`config.mk`:
```
export PLATFORM = sky130hd
export DESIGN_NAME = wb_pwm_multi
export DESIGN_NICKNAME = d
export VERILOG_FILES = /design/src/rtl/wb_pwm_multi_pkg.sv /design/src/rtl/pwm_channel_cmp.sv /design/src/rtl/wb_pwm_multi.sv
export SDC_FILE = /design/constraint.sdc
export NUM_CORES = 1
export LEC_CHECK = 0
export ABC_AREA = 1
export CAP_MARGIN = 20
export CORE_ASPECT_RATIO = 0.7
export CORE_UTILIZATION = 50
export CTS_CLUSTER_DIAMETER = 30
export CTS_CLUSTER_SIZE = 40
export DETAILED_ROUTE_END_ITERATION = 16
export GPL_TIMING_DRIVEN = 0
export HOLD_SLACK_MARGIN = 0.08
export MAX_ROUTING_LAYER = met4
export PLACE_DENSITY = 0.77
export SETUP_SLACK_MARGIN = 0.2
export SYNTH_ARGS = -nofsm -noshare
export SYNTH_HDL_FRONTEND = slang
export SYNTH_SLANG_ARGS = --single-unit
```
`constraint.sdc`:
```
create_clock -name clk -period 1.5 [get_ports clk]
set_input_delay 0.225 -clock clk [delete_from_list [all_inputs] [get_ports clk]]
set_output_delay 0.225 -clock clk [all_outputs]
set_load 0.05 [all_outputs]
```
`src/rtl/wb_pwm_multi_pkg.sv`:
```
// Shared constants for the Wishbone multi-channel PWM generator.
// Holds the register word map, the decoded address width and parameter limits.
package wb_pwm_multi_pkg;

    // Width of the decoded word index taken from wb_adr_i[6:2]
    localparam int unsigned ADDR_W = 5;

    localparam logic [ADDR_W-1:0] REG_CTRL      = 5'd0;
    localparam logic [ADDR_W-1:0] REG_PRESCALE  = 5'd1;
    localparam logic [ADDR_W-1:0] REG_PERIOD    = 5'd2;
    localparam logic [ADDR_W-1:0] REG_POLARITY  = 5'd3;
    localparam logic [ADDR_W-1:0] REG_COUNT     = 5'd4;
    localparam logic [ADDR_W-1:0] REG_DUTY_BASE = 5'd8;

    localparam int unsigned MAX_CHANNELS = 16;
    localparam int unsigned MAX_RES      = 16;

endpackage

```
`src/rtl/pwm_channel_cmp.sv`:
```
// One PWM output channel.
// Holds the duty shadow/active pair, compares the shared counter against the
// active duty, applies polarity and registers the result.
// Ports:
//   clk, rst      clock and asynchronous active-low reset
//   cnt           shared period counter
//   boundary      1 on the edge that ends a period (shadow commit)
//   ena           global enable; while 0 the active duty tracks the shadow
//   wr, wr_data   duty shadow write strobe and data
//   polarity      1 inverts the output (inactive level = polarity)
//   duty_shadow   shadow value for bus readback
//   pwm           registered PWM output
module pwm_channel_cmp
    import wb_pwm_multi_pkg::*;
#(
    parameter int unsigned RES = 8
) (
    input  logic           clk,
    input  logic           rst,
    input  logic [RES-1:0] cnt,
    input  logic           boundary,
    input  logic           ena,
    input  logic           wr,
    input  logic [RES-1:0] wr_data,
    input  logic           polarity,
    output logic [RES-1:0] duty_shadow,
    output logic           pwm
);

    logic [RES-1:0] duty_active;
    logic           raw;

    assign raw = (cnt < duty_active);

    always_ff @(posedge clk or negedge rst) begin
        if (!rst) begin
            duty_shadow <= '0;
            duty_active <= '0;
            pwm         <= 1'b0;
        end else begin
            if (wr) begin
                duty_shadow <= wr_data;
            end
            // Old shadow is committed even if a write lands on the same edge
            if (!ena || boundary) begin
                duty_active <= duty_shadow;
            end
            pwm <= ena ? (raw ^ polarity) : polarity;
        end
    end

endmodule

```
`src/rtl/wb_pwm_multi.sv`:
```
// Wishbone-slave PWM generator with a shared prescaler and period counter and
// CHANNELS independent duty/polarity channels. PERIOD and DUTY are shadowed
// and only become active at a period boundary (or continuously while disabled).
// Ports:
//   clk, rst            clock and asynchronous active-low reset
//   wb_stb_i, wb_cyc_i  Wishbone strobe / cycle
//   wb_we_i             1 = write
//   wb_adr_i            byte address, word index in [6:2]
//   wb_sel_i            ignored, all accesses are full-word
//   wb_dat_i            write data
//   wb_dat_o            registered read data
//   wb_ack_o            transfer acknowledge
//   pwm_out             registered PWM outputs
module wb_pwm_multi
    import wb_pwm_multi_pkg::*;
#(
    parameter int unsigned CHANNELS   = 4,
    parameter int unsigned RES        = 8,
    parameter int unsigned PRESCALE_W = 16
) (
    input  logic                clk,
    input  logic                rst,
    input  logic                wb_stb_i,
    input  logic                wb_cyc_i,
    input  logic                wb_we_i,
    input  logic [31:0]         wb_adr_i,
    input  logic [3:0]          wb_sel_i,
    input  logic [31:0]         wb_dat_i,
    output logic [31:0]         wb_dat_o,
    output logic                wb_ack_o,
    output logic [CHANNELS-1:0] pwm_out
);

    localparam logic [ADDR_W-1:0] NUM_CH = ADDR_W'(CHANNELS);

    logic                  strobe;
    logic                  ack_q;
    logic                  access;
    logic                  wr_en;
    logic                  rd_en;
    logic [ADDR_W-1:0]     word;
    logic [ADDR_W-1:0]     duty_idx;
    logic                  is_duty;

    logic                  ena_q;
    logic [PRESCALE_W-1:0] prescale_q;
    logic [PRESCALE_W-1:0] pre_cnt_q;
    logic [RES-1:0]        period_sh_q;
    logic [RES-1:0]        period_act_q;
    logic [RES-1:0]        cnt_q;
    logic [CHANNELS-1:0]   polarity_q;
    logic                  tick;
    logic                  boundary;

    logic [RES-1:0]        duty_sh [CHANNELS];
    logic [31:0]           rdata;
    logic                  unused_bits;

    // Bus handshake: a new access is taken only while ack is low, so a held
    // strobe is acknowledged every second cycle.
    assign strobe   = wb_stb_i & wb_cyc_i;
    assign access   = strobe & ~ack_q;
    assign wr_en    = access & wb_we_i;
    assign rd_en    = access & ~wb_we_i;
    assign wb_ack_o = strobe & ack_q;

    assign word     = wb_adr_i[6:2];
    assign duty_idx = word - REG_DUTY_BASE;
    assign is_duty  = (word >= REG_DUTY_BASE) && (duty_idx < NUM_CH);

    assign tick     = ena_q && (pre_cnt_q == prescale_q);
    assign boundary = tick && (cnt_q == period_act_q);

    assign unused_bits = ^{wb_sel_i, wb_adr_i[31:7], wb_adr_i[1:0], wb_dat_i};

    always_comb begin
        rdata = '0;
        case (word)
            REG_CTRL:     rdata = {31'd0, ena_q};
            REG_PRESCALE: rdata = 32'(prescale_q);
            REG_PERIOD:   rdata = 32'(period_sh_q);
            REG_POLARITY: rdata = 32'(polarity_q);
            REG_COUNT:    rdata = 32'(cnt_q);
            default: begin
                for (int unsigned i = 0; i < CHANNELS; i++) begin
                    if (is_duty && (duty_idx == ADDR_W'(i))) begin
                        rdata = 32'(duty_sh[i]);
                    end
                end
            end
        endcase
    end

    always_ff @(posedge clk or negedge rst) begin
        if (!rst) begin
            ack_q        <= 1'b0;
            wb_dat_o     <= '0;
            ena_q        <= 1'b0;
            prescale_q   <= '0;
            period_sh_q  <= '1;
            period_act_q <= '1;
            polarity_q   <= '0;
            pre_cnt_q    <= '0;
            cnt_q        <= '0;
        end else begin
            ack_q <= access;
            if (rd_en) begin
                wb_dat_o <= rdata;
            end
            if (wr_en) begin
                case (word)
                    REG_CTRL:     ena_q       <= wb_dat_i[0];
                    REG_PRESCALE: prescale_q  <= wb_dat_i[PRESCALE_W-1:0];
                    REG_PERIOD:   period_sh_q <= wb_dat_i[RES-1:0];
                    REG_POLARITY: polarity_q  <= wb_dat_i[CHANNELS-1:0];
                    default:      ;
                endcase
            end

            if (!ena_q) begin
                pre_cnt_q <= '0;
                cnt_q     <= '0;
            end else if (tick) begin
                pre_cnt_q <= '0;
                cnt_q     <= boundary ? '0 : cnt_q + RES'(1);
            end else begin
                pre_cnt_q <= pre_cnt_q + PRESCALE_W'(1);
            end

            if (!ena_q || boundary) begin
                period_act_q <= period_sh_q;
            end
        end
    end

    for (genvar i = 0; i < CHANNELS; i++) begin : g_ch
        pwm_channel_cmp #(
            .RES(RES)
        ) u_ch (
            .clk        (clk),
            .rst        (rst),
            .cnt        (cnt_q),
            .boundary   (boundary),
            .ena        (ena_q),
            .wr         (wr_en && is_duty && (duty_idx == ADDR_W'(i))),
            .wr_data    (wb_dat_i[RES-1:0]),
            .polarity   (polarity_q[i]),
            .duty_shadow(duty_sh[i]),
            .pwm        (pwm_out[i])
        );
    end

endmodule

```
-- After elaboration in Yosys (flattened, before gate mapping)
Index checks and enable logic that the tools add are counted.
- output and inout port bits: 37
- input bits: 73
- register bits: 162
- bitwise logic cells: 11
- eq/ne operators: 10
- reduce and logical (&&, ||, !) cells: 20
- add/subtract/negate cells: 3
- order comparisons: 6
- mux-type cells: 14
- operators by type and width (kind ; number):
    $pmux W32 S5 ; 1
    $mux W32 ; 3
    $lt A8 B8 Y1 ; 4
    $mux W16 ; 2
    $mux W8 ; 4
    $eq A5 B2 Y1 const B ; 4
    $add A16 B1 Y16 const B ; 1
    $eq A16 B16 Y1 ; 1
    $logic_and A1 B1 Y1 ; 12
    $eq A5 B1 Y1 const B ; 2
    $logic_not A5 Y1 ; 2
    $add A8 B1 Y8 const B ; 1
    $eq A8 B8 Y1 ; 1
    $reduce_and A2 Y1 ; 4
    $and A1 B1 Y1 ; 5
    $eq A5 B3 Y1 const B ; 1
    $ge A5 B4 Y1 const B ; 1
    $lt A5 B3 Y1 const B ; 1
    $sub A5 B4 Y5 const B ; 1
    $mux W1 ; 4
    $xor A1 B1 Y1 ; 4
    $ne A2 B1 Y1 const B ; 1
    $not A1 Y1 ; 2
    $logic_not A1 Y1 ; 1
    $logic_or A1 B1 Y1 ; 1

-- Depth between registers and ports, before layout
- depth in word-level cells: 9
- depth in mapped cells: 12

-- By module
A second synthesis with hierarchy kept.
- cells, all modules: 983
- area, all modules: 8267.9 µm²
- modules (own cells, without submodules) (module ; seq. area each (µm²) ; cells an instance ; area each (µm²) ; instances):
    wb_pwm_multi ; 1971.9 ; 643 ; 4979.8 ; 1
    pwm_channel_cmp ; 425.4 ; 85 ; 822.0 ; 4

-- Worst setup path before layout
OpenSTA, ideal clock, no wires.
- kind: input -> register
- start point: in wb_adr_i[6]
- end point: reg g_ch[3].u_ch.duty_shadow[6]
- slack: -67 ps
- stages: 10
- required time: 1377 ps
- data arrival time: 1444 ps
- cells stage by stage: inv_1 ha_1 nand2_1 nor2_4 nand2_2 nor2_2 nand2_2 buf_2 nand2_1 o21ai_1
- word-level cells in the longest chain between the ends: 5
- elaborated cells on any way between the ends: 7
- classes of those cells: add/sub (1); order compare (2); eq/ne (1); reduce/logical (3)
- ends and longest elaborated chain (item ; RTL line ; text):
    start: declaration ; wb_pwm_multi.sv:26 ; input logic [31:0] wb_adr_i,
    $sub A5 B4 Y5 ; wb_pwm_multi.sv:68 ; assign duty_idx = word - REG_DUTY_BASE;
    $lt A5 B3 Y1 ; wb_pwm_multi.sv:69 ; assign is_duty = (word >= REG_DUTY_BASE) && (duty_idx < NUM_CH);
    $logic_and A1 B1 Y1 ; wb_pwm_multi.sv:69 ;
    $logic_and A1 B1 Y1 ; wb_pwm_multi.sv:145 ; .wr (wr_en && is_duty && (duty_idx == ADDR_W'(i))),
    $logic_and A1 B1 Y1 * ; wb_pwm_multi.sv:145 ;
    end signal: assignment ; pwm_channel_cmp.sv:42 ; duty_shadow <= wr_data;
    end: declaration ; pwm_channel_cmp.sv:26 ; output logic [RES-1:0] duty_shadow,
Every way passes the cells marked *; elsewhere a longest branch is shown, timed or not.
A chain may end at the register's enable or synchronous reset.

-- Final worst setup path
- start point: reg ack_q
- end point: reg prescale_q[13]
- word-level cells in the longest chain between the ends: 4
- ends and longest elaborated chain (item ; RTL line ; text):
    start: declaration ; wb_pwm_multi.sv:37 ; logic ack_q;
    start signal: assignment ; wb_pwm_multi.sv:106 ; ack_q <= access;
    $not A1 Y1 ; wb_pwm_multi.sv:62 ; assign access = strobe & ~ack_q;
    $and A1 B1 Y1 ; wb_pwm_multi.sv:62 ;
    $and A1 B1 Y1 ; wb_pwm_multi.sv:63 ; assign wr_en = access & wb_we_i;
    $reduce_and A2 Y1 (no line) ; - ;
    end signal: assignment ; wb_pwm_multi.sv:113 ; REG_PRESCALE: prescale_q <= wb_dat_i[PRESCALE_W-1:0];
    end: declaration ; wb_pwm_multi.sv:46 ; logic [PRESCALE_W-1:0] prescale_q;
No other way between the ends.

==> flow_summary.toml <==
[placed_design]
place_inst = 1379
dpl.hpwl_um = 17170
io_buffer_count = 46
place_congestion = 0.9261
placedInstanceArea_sq_um = 9161

[timing]
tightest_slew_ns = 0.8445
slew_headroom_pct = 43.70
rsz0062_at_grt = "yes"
finalSetupTns_ns = -25.25
setup_viol = 145
finalHoldViolCount = 72
finalCritPeriodShare_pct = 123.1
fin_skew_ns = 0.01368
timing.final.ws_setup_ns = -0.3464
slew_violations = 0
min_period_ns = 1.846
holdWs_ns = -0.1586
max_freq_mhz = 541.6

[cts]
cts_tree = "built"
numCtsBuffers = 17
clk_latency_ns = 0.45
cts.htree.levels = 4
clockBufferDepth = 2
clock-sinks = 146
cts-root-buf = "clkbuf_16"
clkTransAtPathRegs_ns = 0.07

[finish]
drive_above_1_share_pct = 39.06
syn_to_final_growth_pct = 45.42
utilization_pct = 75.44
stdcell_area_sq_um = 11870
layout.nets = 1372
antenna_cells = 0
finalNonFillerCells = 1500

[worst_setup_path]
path_max_fanout = 8
cpMostUsedCell = "buf_6"
worstPathArrival_ns = 2.17
cp-end-kind = "flip-flop"
cp_slowest_cell = "dfrtp_1"
path_class = "reg -> reg"
critical_path.top_delay_family = "buffers and inverters"
required_ns = 1.82
critPathBufInv = 6
max_stage_delay_ns = 0.39
startpoint_type = "flip-flop"
path_cells = "inv_2 -> buf_6 -> buf_6 -> nand3_4 -> buf_6 -> nor2_4 -> buf_6 -> nand2_8 -> clkbuf_16 -> nor2_4 -> a21oi_1"

[global_route]
grt_max_degree = 87
first_global_vias = 7930
grt-ovfl-total = 0
antenna_found_initial = 0
track_usage_pct = 36.20
grt_pass1_wl_um = 43550

[run]
maxCapViolCount = 0

[routing]
ant_nets = 0
drc_errors = 0
routed_via_density = 5.758
dr.first_iter.drc_count = 1297
vias = 8637
avgRoutedWirePerCell_um = 20.73
firstDrtPassIters = 6
wirelength_um = 31090

[logic_synthesis]
ys_top_cells_by_area = "dfrtp_1, nand2_1, inv_1"
synth_top_area_share_pct = 39.85
ys.flop_type = "dfrtp_1"
ys_types = 31
synth-edff-count = 0
yosysTopAreaCell = "dfrtp_1"
ys_warn_count = 0
ys_async_sr_fraction_pct = 100.0
syn_area_sq_um = 8164
synth.most_common_cell = "nand2_1"
syn_area_per_cell_sq_um = 7.442
syn_inst = 1097
ys_seq_elements = 146
synth_common_cells = "nand2_1, inv_1, dfrtp_1, nor2_1, nand3_1"
ys_seq_area_share_pct = 45.00

[floorplan]
fp-row-count = 38
initial_core_util_pct = 51.88
die_h_um = 108.9
die_w_um = 154.7
die-area_sq_um = 16850
core_sq_um = 15740
io_pins = 110

[min_path]
hp-class = "in -> async"

[run_status]
outcome = "finished, violations left"
violations = "hold timing, setup timing"

[power]
max-vdd-ir-drop_uv = 875.2
power_per_cell_area_nw_per_um2 = 906.1
p_leak_nw = 5.784
==> cells in the final DEF (no fill, tap or decap), types with 14 or more instances in the layout <==
| cell type | n |
|---|---|
| nand4_1 | 20 |
| clkbuf_16 | 19 |
| inv_1 | 122 |
| dfstp_2 | 16 |
| nand3_1 | 56 |
| ha_1 | 14 |
| buf_8 | 18 |
| inv_2 | 19 |
| nand2_2 | 79 |
| ha_4 | 17 |
| dfrtp_2 | 22 |
| clkdlybuf4s50_1 | 18 |
| o21ai_2 | 47 |
| nand2_1 | 313 |
| conb_1 | 16 |
| nor2_1 | 50 |
| a21oi_2 | 17 |
| nand2_4 | 14 |
| buf_4 | 73 |
| dfrtp_1 | 108 |
| nor2_2 | 15 |
| buf_6 | 54 |
| nor2_4 | 28 |
==> cell families (layout without fill, tap and decap cells) <==
family          count (synthesis)  count (layout)  share of synthesized area [%]
simple gates                  609             610                          31.30
buf+inv                       194             361                          10.94
flops                         146             146                          45.00
compound gates                104             104                          6.636
fa+ha+maj                      32              32                          4.904
xor+xnor                       11              11                          1.180
other cells                     1              16                        0.04593
==> timing repair <==
action	in CTS	in global routing
cloned	13	0
buffers inserted	57	19
hold endpoints to repair	72	72
pin swaps	73	44
gates resized for setup	403	178
setup endpoints to repair	166	162
==> state kept, by name (all words and copies together) (netlist names) <==
signal	flops
ena_q	1
cnt_q	8
wb_dat_o	16
g_ch.u_ch.pwm	4
g_ch.u_ch.duty_active	32
g_ch.u_ch.duty_shadow	32
polarity_q	4
prescale_q	16
period_sh_q	8
period_act_q	8
pre_cnt_q	16
ack_q	1
==> final cells by class <==
type	instances	area, sq um
clock buffer	17	425.4
timing repair buffer	135	1405
clock inverter	15	138.9
inverter	146	585.6
fill	1004	3865
buffer	48	500.5
multi-input combinational	773	4841
tap	220	275.3
sequential	146	3701
==> per-stage QoR <==
| step | power (mW) | setup WS (ns) | hold WS [ns] |
|---|---|---|---|
| 2_1_floorplan | 5.425 | 0.04186 | -0.07059 |
| 3_3_place_gp | 5.950 | -6.149 | 0.4539 |
| 3_5_place_dp | 5.992 | -0.8502 | 0.3407 |
| 4_1_cts | 10.37 | -0.1752 | -0.1177 |
| 5_1_grt | 11.03 | -0.3874 | -0.08233 |
| 6_report | 10.76 | -0.3464 | -0.1586 |
==> worst paths after layout <==
check | startpoint | end | slack, ns | cells after the start
setup / recovery | ack_q$_DFF_PN0_ | prescale_q[13]$_DFFE_PN0P_ | -0.35 | 11
hold / removal | rst | g_ch[2].u_ch.pwm$_DFF_PN0_ | -0.16 | 1
setup reg to reg | ack_q$_DFF_PN0_ | prescale_q[13]$_DFFE_PN0P_ | -0.35 | 11
hold reg to reg | g_ch[2].u_ch.duty_active[6]$_DFFE_PN0P_ | g_ch[2].u_ch.duty_active[6]$_DFFE_PN0P_ | 0.47 | 2
max in group asynchronous | rst | period_sh_q[6]$_DFFE_PN1P_ | 0.81 | 2
min in group clk | wb_dat_i[10] | prescale_q[10]$_DFFE_PN0P_ | 0.40 | 3
==> metal layers <==
metal	vias to the layer above	GRT usage (%)	share of wire [%]	wire length (um)
met4	0	14.00	5.4	1679
met5	-	-	0	0
met3	173	12.40	13	4063
met1	4033	48.81	40	12320
met2	691	49.90	42	13030
li1	3740	-	-	-
==> where the power goes <==
part	switching [mW]	internal (mW)	total, mW	leakage [nW]
Clock	2.00	2.20	4.20	0.274
Sequential	0.210	4.14	4.35	1.89
Combinational	1.39	0.814	2.21	3.62
Total	3.61	7.15	10.8	5.78
(Power assumes the default switching activity.)
